==> src/rtl/branch_hazard_ctrl.sv <==
// rtl/branch_hazard_ctrl.sv - ID-stage branch hazard sequencer: stalls, forward selects, redirect/flush.
// Optional BRANCH_STATS_EN adds branch/taken/stall-cycle counters.
module branch_hazard_ctrl #(
  parameter int REG_AW = 5,
  parameter int OPC_W  = 7
) (
  input  logic              clk,
  input  logic              rst,
  input  logic [OPC_W-1:0]  id_opcode,
  input  logic [REG_AW-1:0] id_rs1,
  input  logic [REG_AW-1:0] id_rs2,
  input  logic [REG_AW-1:0] ex_rd,
  input  logic              ex_reg_write,
  input  logic              ex_mem_read,
  input  logic [REG_AW-1:0] mem_rd,
  input  logic              mem_reg_write,
  input  logic              mem_mem_read,
  input  logic [REG_AW-1:0] wb_rd,
  input  logic              wb_reg_write,
  input  logic              branch_flag,
  output logic [1:0]        select1,
  output logic [1:0]        select2,
  output logic              stall,
  output logic              bubble_idex,
  output logic              pc_redirect,
  output logic              flush_ifid,
  output logic              busy
`ifdef BRANCH_STATS_EN
  ,
  output logic [31:0]       stat_branches,
  output logic [31:0]       stat_taken,
  output logic [31:0]       stat_stall_cycles
`endif
);

  localparam logic [OPC_W-1:0] OPC_BRANCH = OPC_W'(7'b1100011);

  typedef enum logic [1:0] {IDLE, STALL2, STALL1, RESOLVE} state_t;
  state_t state;

  logic       is_branch;
  logic [1:0] need1, need2, need;
  logic       stall_cyc, resolve_cyc;

  // Cycles a branch operand must wait for its producer; register 0 never matches.
  function automatic logic [1:0] op_need(input logic [REG_AW-1:0] rs);
    if (rs != '0 && ex_reg_write && ex_rd == rs)
      return ex_mem_read ? 2'd2 : 2'd1;
    else if (rs != '0 && mem_reg_write && mem_mem_read && mem_rd == rs)
      return 2'd1;
    else
      return 2'd0;
  endfunction

  function automatic logic [1:0] op_sel(input logic [REG_AW-1:0] rs);
    if (rs != '0 && mem_reg_write && !mem_mem_read && mem_rd == rs)
      return 2'b01;
    else if (rs != '0 && wb_reg_write && wb_rd == rs)
      return 2'b10;
    else
      return 2'b00;
  endfunction

  assign is_branch = (id_opcode == OPC_BRANCH);
  assign need1     = op_need(id_rs1);
  assign need2     = op_need(id_rs2);
  assign need      = (need1 > need2) ? need1 : need2;

  assign stall_cyc   = (state == IDLE && is_branch && need != 2'd0) ||
                       state == STALL2 || state == STALL1;
  assign resolve_cyc = (state == IDLE && is_branch && need == 2'd0) ||
                       state == RESOLVE;

  // Reset forces every output low combinationally, not just at the next edge.
  always_comb begin
    select1     = 2'b00;
    select2     = 2'b00;
    stall       = 1'b0;
    bubble_idex = 1'b0;
    pc_redirect = 1'b0;
    flush_ifid  = 1'b0;
    busy        = 1'b0;
    if (!rst) begin
      if (is_branch) begin
        select1 = op_sel(id_rs1);
        select2 = op_sel(id_rs2);
      end
      stall       = stall_cyc;
      bubble_idex = stall_cyc;
      pc_redirect = branch_flag && resolve_cyc;
      flush_ifid  = branch_flag && resolve_cyc;
      busy        = (state != IDLE);
    end
  end

  always_ff @(posedge clk or posedge rst) begin
    if (rst) begin
      state <= IDLE;
    end else begin
      case (state)
        IDLE: begin
          if (is_branch && need == 2'd2)
            state <= STALL2;
          else if (is_branch && need == 2'd1)
            state <= STALL1;
        end
        STALL2:  state <= STALL1;
        STALL1:  state <= RESOLVE;
        RESOLVE: state <= IDLE;
        default: state <= IDLE;
      endcase
    end
  end

`ifdef BRANCH_STATS_EN
  always_ff @(posedge clk or posedge rst) begin
    if (rst) begin
      stat_branches     <= '0;
      stat_taken        <= '0;
      stat_stall_cycles <= '0;
    end else begin
      if (resolve_cyc)
        stat_branches <= stat_branches + 32'd1;
      if (resolve_cyc && branch_flag)
        stat_taken <= stat_taken + 32'd1;
      if (stall_cyc)
        stat_stall_cycles <= stat_stall_cycles + 32'd1;
    end
  end
`endif

endmodule

==> config.mk <==
export PLATFORM = sky130hd
export DESIGN_NAME = branch_hazard_ctrl
export DESIGN_NICKNAME = d
export VERILOG_FILES = /design/src/rtl/branch_hazard_ctrl.sv
export SDC_FILE = /design/constraint.sdc
export NUM_CORES = 1
export LEC_CHECK = 0
export BUFFER_PORTS_ARGS = -buffer_cell sky130_fd_sc_hd__buf_2
export CAP_MARGIN = 10
export CORE_MARGIN = 2
export CORE_UTILIZATION = 41
export CTS_BUF_LIST = sky130_fd_sc_hd__clkbuf_16
export DETAILED_ROUTE_END_ITERATION = 7
export PLACE_DENSITY = 0.86
export REMOVE_ABC_BUFFERS = 1
export SYNTH_ARGS = -nofsm -noshare
export SYNTH_HDL_FRONTEND = slang
export SYNTH_SLANG_ARGS = --single-unit
==> constraint.sdc <==
create_clock -name clk -period 2.6 [get_ports clk]
set_input_delay 0.26 -clock clk [delete_from_list [all_inputs] [get_ports clk]]
set_output_delay 0.26 -clock clk [all_outputs]
set_load 0.01 [all_outputs]
# ---- After elaboration in Yosys (flattened, before gate mapping)
# Cells that the tools add are included.
dict set report op_classes {
  mux 20
  eq_ne 13
  magnitude_cmp 1
  reduce_logical 34
}
# operator count
set op_table {}
lappend op_table {{equality test 5 bit} 6}
lappend op_table {{2-to-1 mux 2 bit} 14}
lappend op_table {{logical AND 1 bit} 24}
lappend op_table {{nonzero test 5 bit} 2}
lappend op_table {{one-hot mux 2 bit (4 select lines)} 1}
lappend op_table {{equality test 7 bit, second input constant} 1}
lappend op_table {{equality test 2 bit, second input constant} 3}
lappend op_table {{2-to-1 mux 1 bit} 5}
lappend op_table {{equality test 2 x 1 -> 1 bit, second input constant} 2}
lappend op_table {{zero test 2 bit} 2}
lappend op_table {{nonzero test 2 bit} 2}
lappend op_table {{logical OR 1 bit} 3}
lappend op_table {{inequality test 3 x 1 -> 1 bit, second input constant} 1}
lappend op_table {{greater-than comparator 2 bit} 1}
lappend op_table {{zero test 1 bit} 1}
dict set report totals {
  out_inout_bits 9
  wordCells 69
  register_bits 2
  inputBits 40
}

# ---- Longest topological paths before layout
# Gate-level depths: netlist of run 1.
dict set report depth {
  word_depth 13
  mapped_depth 11
  ltp_nobuf 11
}

# ---- Worst setup path after synthesis of run 1
# OpenSTA, ideal clock, no wires.
dict set report synth_timing {
  path_kind {input to output}
  from {in id_rs1[1]}
  to {out pc_redirect}
  n_path_buf 1
  slack_ps -247
  t_required_ps 2340
  cell_stages 10
  arrival_ps 2587
  path_cell_list {or4_4 -> nor2_4 -> or3_4 -> a31oi_4 -> ha_1 -> nor2b_1 -> o21a_1 -> or3_1 -> a21oi_1 -> buf_4}
}
dict set report synth_via {
  elab_chain_cells 13
  word_cells_on_any_way 17
  classes_between {order compare (1); eq/ne (2); mux (4); reduce/logical (10)}
}
# item line
set synth_lines {}
lappend synth_lines {{start: declaration} 10} ;# input logic [REG_AW-1:0] id_rs1,
lappend synth_lines {{nonzero test 5 bit} {47, 49}}
lappend synth_lines {{logical AND 1 bit (3 in series)} 49} ;# else if (rs != '0 && mem_reg_write && mem_mem_read && mem_rd == rs)
lappend synth_lines {{2-to-1 mux 1 bit} 49}
lappend synth_lines {{2-to-1 mux 2 bit *} 47} ;# if (rs != '0 && ex_reg_write && ex_rd == rs)
lappend synth_lines {{greater-than comparator 2 bit} 67} ;# assign need = (need1 > need2) ? need1 : need2;
lappend synth_lines {{2-to-1 mux 2 bit *} 67}
lappend synth_lines {{zero test 2 bit *} 71} ;# assign resolve_cyc = (state == IDLE && is_branch && need == 2'd0) ||
lappend synth_lines {{logical AND 1 bit *} 71}
lappend synth_lines {{logical OR 1 bit *} 71}
lappend synth_lines {{logical AND 1 bit *} --}
lappend synth_lines {{2-to-1 mux 1 bit *} --}
lappend synth_lines {{end: declaration} 25} ;# output logic pc_redirect,
# Mark *: on every way between the ends. The rest lies on a longest branch, timed or not.

# ---- Worst setup path in the final report of run 1
dict set report layout_timing {
  from {in id_rs2[3]}
  to {out stall}
}
dict set report layout_via {
  elab_chain_cells 13
  word_cells_on_any_way 17
  classes_between {order compare (1); eq/ne (2); mux (4); reduce/logical (10)}
}
# item line
set layout_lines {}
lappend layout_lines {{start: declaration} 11} ;# input logic [REG_AW-1:0] id_rs2,
lappend layout_lines {{nonzero test 5 bit} {47, 49}}
lappend layout_lines {{logical AND 1 bit (3 in series)} 49}
lappend layout_lines {{2-to-1 mux 1 bit} 49}
lappend layout_lines {{2-to-1 mux 2 bit *} 47}
lappend layout_lines {{greater-than comparator 2 bit} 67}
lappend layout_lines {{2-to-1 mux 2 bit *} 67}
lappend layout_lines {{nonzero test 2 bit *} 69} ;# assign stall_cyc = (state == IDLE && is_branch && need != 2'd0) ||
lappend layout_lines {{logical AND 1 bit *} 69}
lappend layout_lines {{logical OR 1 bit *} 69}
lappend layout_lines {{logical OR 1 bit *} 70} ;# state == STALL2 || state == STALL1;
lappend layout_lines {{2-to-1 mux 1 bit *} 83} ;# if (!rst) begin
lappend layout_lines {{end: declaration} 23} ;# output logic stall,
# Marked as above.

==> run metrics, run 1 <==
Ant. Diodes 0; R2R depth 5; worst-path maximum fanout 4; Clk pin slew, worst setup/hold paths 0.03 ns; Detailed Route Iter0 Violations 12; Final Cycle Share 110%; maxcap violations 0; post-route cell area 1790 um2; power density cells around 380 nW/um2; GR Util met3 ~3.4%; setup tns final -1.13 ns; first-pass GRT wire length 5420 um; DP HPWL about 2600 um; Rows 17; root buffer cell clkbuf_16; Initial Utilization 43.3%; share of post-route cells with drive strength above 1 58.5%; Die Wd 52.3 um; Vias/cell 5.44; met1 usage between 20% and 30%; Regs by FF count state x2; post-synthesis register bit count 2; number of enable flip-flop cells after synthesis 0; failing checks setup timing; Layout Skew 0.000825 ns; Fillers 160; Peak Freq 350 MHz; GRT Max-Usage Layer met2; Async SR Flop Fraction 100%; Final Hold Violating Endpoints 0; Die Area 2740 um2; final setup vio count 6; routing usage on met2 58.1%; Die Y between 50 and 60 um; clock sinks 2; placer congestion estimate 0.824; clk buf depth 2; Pre-Repair DR Iteration Count 4; Setup CP Type input pin to output port; post-synth top area share 18.3%; worst-margin pin slew 0.343 ns; status finished, violations left; DRT Wirelength 3650 um; yosys warns 0; Final Non-Filler Cells 245; htree depth 1; sequential share of the synthesized area 5.23%; Ports 49; Relative slew margins 77.0%; pre-CTS WS -0.343 ns; Post-Place Cell Area 1480 um2; largest reg by FF count state; Final ANT Viol Nets 0; Mapped Cells 125; largest net degree at the start of global routing 8; CP Capture Type output port; Synth top cells by count xor2_1 (20), nand2_1 (12), xnor2_1 (10), inv_1 (9); Final nets 266; WL per Instance 14.9 um; top_reg_cell synth dfrtp_1; port bufs 48; synth top area cells xor2_1 (18%), ha_1 (9.2%), xnor2_1 (9.2%); Mapped Area 957 um2; Arr. time, crit path 2.60 ns; Clock Latency Late Sink roughly 0.22 ns; GRT Overall Usage a little over a quarter; Max Slew Vio Count 0; Largest register FFs 2; vias in the first global route 1372; number of CTS-inserted buffers 3; minimum clock period around 2.9 ns; Layout area overhead 87.2%; RSZ-0062 raised after global routing yes; core region area 2210 um2; Leak Pwr 0.858 nW; Post-Place Cells 234; total grt overflow 0; min-delay worst type input pin to async pin; final setup margin -0.255 ns; vias 1334; initial antenna violation count 0; Critical Path RT between 2 and 2.5 ns; Startpoint Class input pin; CTS tree done; post-synth top area cell xor2_1; most frequent cell after synthesis xor2_1; VDD IR max roughly 740 uV; post-synth cell types 44; syn avg cell area approximately 7.7 um2; drc violations 0
## path summary, 6_finish.rpt
| check | slack [ns] | start | end |
|---|---|---|---|
| worst max-delay path | -0.26 | id_rs2[3] | stall |
| worst min-delay path | 0.49 | rst | state[0] |
| worst max register to register | 1.13 | state[1] | state[1] |
| worst min register to register | 0.64 | state[0] | state[0] |
| max in group asynchronous | 1.97 | rst | state[1] |
| min in group clk | 0.64 | state[0] | state[0] |
## layout by cell type (no fill, tap or decap), types with 2 or more instances in the layout
cell and instances:
ha_1 4, xnor2_1 6, xnor2_2 4, nor4_2 2, nor2b_1 2, ha_4 2, buf_6 5, o211ai_1 3
nand2_2 2, nor2_1 7, a31oi_1 2, dfrtp_1 2, or4_4 2, a21oi_2 2, buf_4 40, or4_1 3
or3_1 2, buf_2 45, nand4_1 3, clkbuf_16 3, inv_1 9, nand2_1 10, xor2_1 20, nor3_2 2
nor3_1 3
## layout make-up
class | count | area [um2] | share of cell area (%)
clock buffer | 3 | 75.1 | 4.19
inverter | 10 | 38.8 | 2.16
multi-input combinational | 111 | 1000 | 55.9
sequential | 2 | 50.0 | 2.79
tap | 28 | 35.0 | 1.96
timing repair buffer | 91 | 592 | 33.0
## cells by family after synthesis
kind of cell | after synthesis | synth area share [%]
xor gates and xnor gates | 30 | 27.5
adders and majority gates | 7 | 9.15
and+or+nand+nor | 51 | 32.3
DFF | 2 | 5.23
buffers and inverters | 12 | 5.62
AOI/OAI and AO/OA | 23 | 20.3
## power by group
part / internal [mW] / total (mW) / switching (mW)
Combinational: 0.183 / 0.387 / 0.204
Clock: 0.195 / 0.228 / 0.0325
Sequential: 0.0482 / 0.0654 / 0.0172
Total: 0.426 / 0.681 / 0.254
## critical path, stage by stage
cell and delay, ns:
buf_2 0.14, xnor2_1 0.17, nand2_1 0.11, or4_4 0.54, o21a_2 0.15, clkinv_2 0.07, ha_4 0.20, or3_1 0.36
a21oi_2 0.18, o41ai_2 0.07, a21oi_1 0.17, buf_2 0.16
## layer usage
metal	part of all wire, %	routed length, um	vias up
li1	-	-	635
met1	32	1180	622
met2	59	2170	57
met3	4.0	145	20
met4	4.1	151	0
met5	0	0	-
## repair_timing
action,in CTS,in global routing
pin swaps,21,8
hold endpoints to repair,2,0
buffers inserted,4,5
setup endpoints to repair,6,6
gates resized for setup,21,9
hold buffers,1,0
## through the flow
stage | util [%] | power [mW] | hold slack, ns
finish | 81.0 | 0.681 | 0.493
floorplan | - | 0.257 | 0.00934
detailed placement | 66.9 | 0.396 | 0.169
global route | 81.0 | 0.731 | 0.513
CTS | 77.6 | 0.662 | 0.492
global placement | 66.9 | 0.381 | 0.163
No activity file was read; power rests on OpenSTA's default activity.
==> inputs of run 2 (changes only) <==
--- a/config.mk
+++ b/config.mk
@@ -5,13 +5,14 @@
 export SDC_FILE = /design/constraint.sdc
 export NUM_CORES = 1
 export LEC_CHECK = 0
+export ABC_AREA = 1
 export BUFFER_PORTS_ARGS = -buffer_cell sky130_fd_sc_hd__buf_2
 export CAP_MARGIN = 10
 export CORE_MARGIN = 2
 export CORE_UTILIZATION = 41
 export CTS_BUF_LIST = sky130_fd_sc_hd__clkbuf_16
 export DETAILED_ROUTE_END_ITERATION = 7
-export PLACE_DENSITY = 0.86
+export PLACE_DENSITY = 0.87
 export REMOVE_ABC_BUFFERS = 1
 export SYNTH_ARGS = -nofsm -noshare
 export SYNTH_HDL_FRONTEND = slang
==> run 2 against run 1 <==
  * The flow now finishes without violations
  * Register-to-register slack better by 0.33 ns
  * Via count fell by 9.3%
  * Core utilization down 20 points
  * Hold slack better by 0.084 ns
  * Total power down 13%
  * Clock power about the same
  * Synthesized area is 3.4% lower
  * Sequential share of layout area increased by 0.99 points
  * Critical path depth increased by 6
  * Clock skew up 0.00054 ns
  * Largest power group unchanged
  * Highest routed layer unchanged
==> run metrics, run 2 <==
status finished clean; CP Capture Type output port; clock sinks 2; Relative slew margins between 70% and 80%; minimum clock period 2.38 ns; post-synth top area share a little over a fifth; DRT Wirelength around 2400 um; number of enable flip-flop cells after synthesis 0; GRT Overall Usage 20.3%; switching share of total power a little under two fifths; main combinational cell family by area after synthesis simple AND/OR/NAND/NOR gates; drc violations 0; Final nets approximately 270; htree depth 1; synth top area cells nand2_1 (22%), inv_1 (11%), ha_1 (9.5%); Setup CP Type input pin to output port; Largest register FFs 2; most frequent cells in the layout nand2_1 (53), buf_2 (44), inv_1 (25), nor2_1 (15), nand4_1 (10); pre-CTS WS between 0.15 and 0.2 ns; first-pass GRT wire length 4220 um; Die Area 2650 um2; Leak Pwr 0.770 nW; placer congestion estimate 0.884; clk buf depth 2; Multi-input gate area 758 um2; Arr. time, crit path 2.12 ns; core region area 2170 um2; Clk pin slew, worst setup/hold paths 0.03 ns; VDD IR max 621 uV; Detailed Route Iter0 Violations 32; WL per Instance 9.67 um; Max Slew Vio Count 0; initial antenna violation count 0; Startpoint Class input pin; Rows 17; worst-path maximum fanout 5; most common cell after layout, fill and taps aside nand2_1; Regs by FF count state x2; vias approximately 1200; most frequent cell after synthesis nand2_1; Layout Skew 0.00137 ns; min-delay worst type input pin to async pin; Adder-Cell Fraction of Synth Area 9.47%; Die Wd 51.5 um; largest reg by FF count state; Register Area 50.0 um2; post-synth top area cell nand2_1; Clk pwr share 38.4%; Synth Area in Compound Gates between 10% and 20%; Reg power frac between 10% and 20%; mux contribution to synthesized area 0%; power density cells 447 nW/um2; Async SR Flop Fraction between 90% and 100%; post-route core utilization 60.9%; Final Non-Filler Cells approximately 250; combinational power share 50.3%; vias in the first global route about 1100; post-route cell area 1320 um2; final setup margin 0.222 ns; worst-margin pin slew 0.335 ns; Post-Place Cell Area 1180 um2; largest net degree at the start of global routing 9; Pre-Repair DR Iteration Count 4; Critical Path RT about 2.3 ns; sequential share of the synthesized area 5.41%; Die Y 51.5 um; Vias/cell between 4 and 5; Ant. Diodes 0; Clock Latency Late Sink 0.22 ns; Final Cycle Share approximately nine tenths; Pint 0.374 mW; sw power 0.217 mW; CTS tree done; Ports 49; DP HPWL 2100 um; Mapped Area just over 900 um2; Fillers 215; Initial Utilization 42.6%; top_reg_cell synth dfrtp_1; maxcap violations 0; Final ANT Viol Nets 0; setup tns final 0 ns; Post-Place Cells 246; Mapped Cells 172; Final Hold Violating Endpoints 0; yosys warns 0; number of CTS-inserted buffers 3; syn avg cell area 5.38 um2; xor/xnor share of the synthesized area between 7 and 8%; total grt overflow 0; Synth top cells by count nand2_1 (54), inv_1 (26), nor2_1 (19), nand4_1 (10), ha_1 (7); post-synthesis register bit count 2; simple-gate share of the synthesized area 52.9%; final setup vio count 0; port bufs 48; post-synth cell types 25; root buffer cell clkbuf_16; Peak Freq 420 MHz; Layout area overhead 42.9%; share of post-route cells with drive strength above 1 between 30% and 40%
## run 2: cell type report
cell class | count | area share, %
Multi-Input combinational cell | 136 | 57.4
Timing Repair Buffer | 52 | 21.4
Inverter | 32 | 9.09
Clock buffer | 3 | 5.68
Sequential cell | 2 | 3.79
Tap cell | 28 | 2.65
## run 2: path summary, 6_finish.rpt
path                                start        to  slack, ns  cells past startpoint
worst max-delay path            id_rs2[1]     stall       0.22                     18
worst min-delay path                  rst  state[0]       0.58                      3
worst max register to register   state[0]  state[1]       1.46                      5
worst min register to register   state[1]  state[1]       0.59                      2
max in group asynchronous             rst  state[1]       1.82                      3
min in group clk                 state[1]  state[1]       0.59                      2
## run 2: stage by stage
step / hold WS, ns / power (mW)
final: 0.576 / 0.591
after global routing: 0.593 / 0.655
after CTS: 0.537 / 0.582
after detailed placement: 0.208 / 0.350
after global placement: 0.204 / 0.343
after floorplan: 0.0367 / 0.248
## run 2: logic make-up after synthesis
kind of cell             after synthesis
XOR/XNOR                               8
adder cells (fa/ha/maj)                7
AND/OR/NAND/NOR                      106
buffers and inverters                 34
flip-flops                             2
AO/OA/AOI/OAI                         15
## run 2: worst max-delay path, stage by stage
cell	delay (ns)
buf_2	0.10
inv_2	0.06
nand2_1	0.08
nor2_2	0.04
nand2_2	0.07
inv_1	0.05
nor2_2	0.13
nand3_2	0.13
and2_4	0.18
ha_1	0.26
nand2_1	0.05
o21a_1	0.11
inv_1	0.07
nand3_2	0.10
nand3_1	0.08
nand2_1	0.06
a21oi_2	0.14
buf_2	0.14
## run 2: power groups by stage
| stage | Clock [mW] | Sequential, mW | Combinational (mW) |
|---|---|---|---|
| 5_1_grt | 0.235 | 0.0712 | 0.349 |
| 3_5_place_dp | 0 | 0.0665 | 0.283 |
| 6_report | 0.227 | 0.0667 | 0.297 |
| 4_1_cts | 0.229 | 0.0662 | 0.286 |
| 3_3_place_gp | 0 | 0.0666 | 0.277 |
| 2_1_floorplan | 0 | 0.0629 | 0.185 |
## run 2: repair_timing
action | in CTS | in global routing
hold endpoints to repair | 2 | 0
resized for setup | 0 | 12
setup buffers | 0 | 3
hold buffers | 1 | 0
setup endpoints to repair | 0 | 4
## run 2: routing by layer
metal / GRT usage [%] / wire length [um] / up-vias
li1: - / - / 660
met4: 4.39 / 6 / 0
met5: 0 / 0 / -
met1: 26.3 / 1120 / 513
met2: 35.3 / 1160 / 35
met3: 3.16 / 160 / 2
==> inputs of run 3 (changes only) <==
--- a/config.mk
+++ b/config.mk
@@ -9,10 +9,10 @@
 export BUFFER_PORTS_ARGS = -buffer_cell sky130_fd_sc_hd__buf_2
 export CAP_MARGIN = 10
 export CORE_MARGIN = 2
-export CORE_UTILIZATION = 41
+export CORE_UTILIZATION = 49
 export CTS_BUF_LIST = sky130_fd_sc_hd__clkbuf_16
 export DETAILED_ROUTE_END_ITERATION = 7
-export PLACE_DENSITY = 0.87
+export PLACE_DENSITY = 0.95
 export REMOVE_ABC_BUFFERS = 1
 export SYNTH_ARGS = -nofsm -noshare
 export SYNTH_HDL_FRONTEND = slang
==> constraint.sdc (replaced) <==
create_clock -name clk -period 2.99 [get_ports clk]
set_input_delay 0.299 -clock clk [delete_from_list [all_inputs] [get_ports clk]]
set_output_delay 0.299 -clock clk [all_outputs]
set_load 0.01 [all_outputs]
==> run 3 against run 2 <==
  * First-iteration DRC count grew 50%
  * Core utilization grew 11 points
  * Hold slack lost 0.56 ns
  * Total power shrank 15%
  * Flip-flop and latch count is the same
  * Cell area shrank 4.9%
  * Via count grew 3.1%
  * Sequential power shrank 14%
  * Final cell count shrank 2.8%
  * Critical path depth shrank 2
  * Combinational power shrank 17%
==> run metrics, run 3 (synthesized netlist as in run 2, its figures left out) <==
core region area 1750 um2; share of post-route cells with drive strength above 1 between 30% and 40%; Max stage delay cell, worst path ha_1; power density cells 401 nW/um2; Die Wd 47.4 um; Largest register FFs 2; Final ANT Viol Nets 0; post-cts resize count 0; CTS tree done; R2R depth 5; Rows 15; Worst Path Buf+Inv 4; Detailed Route Iter0 Violations 48; Die Y 47.4 um; vias between 1000 and 1500; Max Slew Vio Count 0; Relative slew margins between 70% and 80%; Startpoint Class input pin; Peak Freq a little under 400 MHz; placer congestion estimate 0.864; total grt overflow 0; Layout area overhead 35.9%; Worst path most repeated cell nand2_1; worst-margin pin slew around 0.37 ns; first-pass GRT wire length 4220 um; cell chain of the critical path buf_2 -> inv_1 -> nand2_1 -> nand4_1 -> nor2_1 -> nand3_2 -> and2_1 -> ha_1 -> nand2_1 -> o21a_1 -> inv_1 -> nand3_2 -> nand3_1 -> nand2_1 -> a21oi_1 -> buf_2; port bufs 48; VDD IR max 496 uV; Ports 49; htree depth 1; Final nets 270; CTS Hold Bufs 0; initial antenna violation count 0; most common cell after layout, fill and taps aside nand2_1; WL per Instance 10.6 um; Die Area 2250 um2; RSZ-0062 raised after global routing no; most frequent cells in the layout nand2_1 (54), buf_2 (48), inv_1 (26), nor2_1 (19), nand4_1 (10); Pre-Repair DR Iteration Count 4; largest reg by FF count state; DRT Wirelength approximately 2600 um; number of CTS-inserted buffers 3; drc violations 0; Leak Pwr 0.748 nW; clk buf depth 2; post-route core utilization 72.0%; setup bufs post-CTS 0; Final Cycle Share 84.6%; clock sinks 2; vias in the first global route about 1100; Ant. Diodes 0; setup tns final 0 ns; worst-path maximum fanout 4; Vias/cell 5.07; maxcap violations 0; status finished clean; Worst path depth 16; Critical Path RT 2.69 ns; minimum clock period 2.53 ns; largest net degree at the start of global routing 9; Setup CP Type input pin to output port; Clock Latency Late Sink 0.22 ns; root buffer cell clkbuf_16; Crit path largest cell delay 0.27 ns; DP HPWL 2180 um; GRT Overall Usage roughly 26%; final setup vio count 0; Final Hold Violating Endpoints 0; Layout Skew 0.00187 ns; CP Capture Type output port; Regs by FF count state x2; Clk pin slew, worst setup/hold paths 0.03 ns; Arr. time, crit path 2.23 ns; min-delay worst type input pin to async pin; Initial Utilization 53.0%; delay-heaviest family, CP simple AND/OR/NAND/NOR gates
==> run 3: where the power goes <==
part | switching, mW | leakage, nW | internal [mW] | total [mW]
clock | 0.0307 | 0.0370 | 0.170 | 0.201
sequential | 0.0145 | 0.0234 | 0.0428 | 0.0573
combinational | 0.141 | 0.687 | 0.105 | 0.246
==> run 3: path summary, 6_finish.rpt <==
| check | from | endpoint | slack [ns] |
|---|---|---|---|
| min in group clk | state[1] | state[1] | 0.59 |
| max in group asynchronous | rst | state[1] | 2.77 |
| setup reg to reg | state[0] | state[0] | 1.86 |
| setup / recovery | id_rs2[4] | stall | 0.46 |
| hold reg to reg | state[1] | state[1] | 0.59 |
| hold / removal | rst | state[0] | 0.02 |
==> run 3: metal layers <==
layer,vias up,GRT usage [%],part of all wire [%]
li1,651,-,-
met3,2,2.64,7.4
met1,539,34.5,45
met4,0,5.56,0.31
met2,56,43.8,48
met5,-,0,0
==> run 3: stage by stage <==
step	total power [mW]	setup WS, ns	area, um2	std cells	hold WS, ns
floorplan	0.215	0.713	910	170	0.0757
global placement	0.296	0.543	1180	243	0.240
detailed placement	0.301	0.518	1180	243	0.240
CTS	0.505	0.482	1260	246	0.0105
global route	0.547	0.236	1260	246	0.0329
finish	0.504	0.460	1260	246	0.0176
==> run 3: final cells by class <==
cell class | count | area [um2]
flip-flops and latches | 2 | 50.0
inverters | 32 | 120
well taps | 25 | 31.3
clock buffers | 3 | 75.1
multi-input cells | 136 | 739
repair buffers | 48 | 240
fillers | 166 | 489
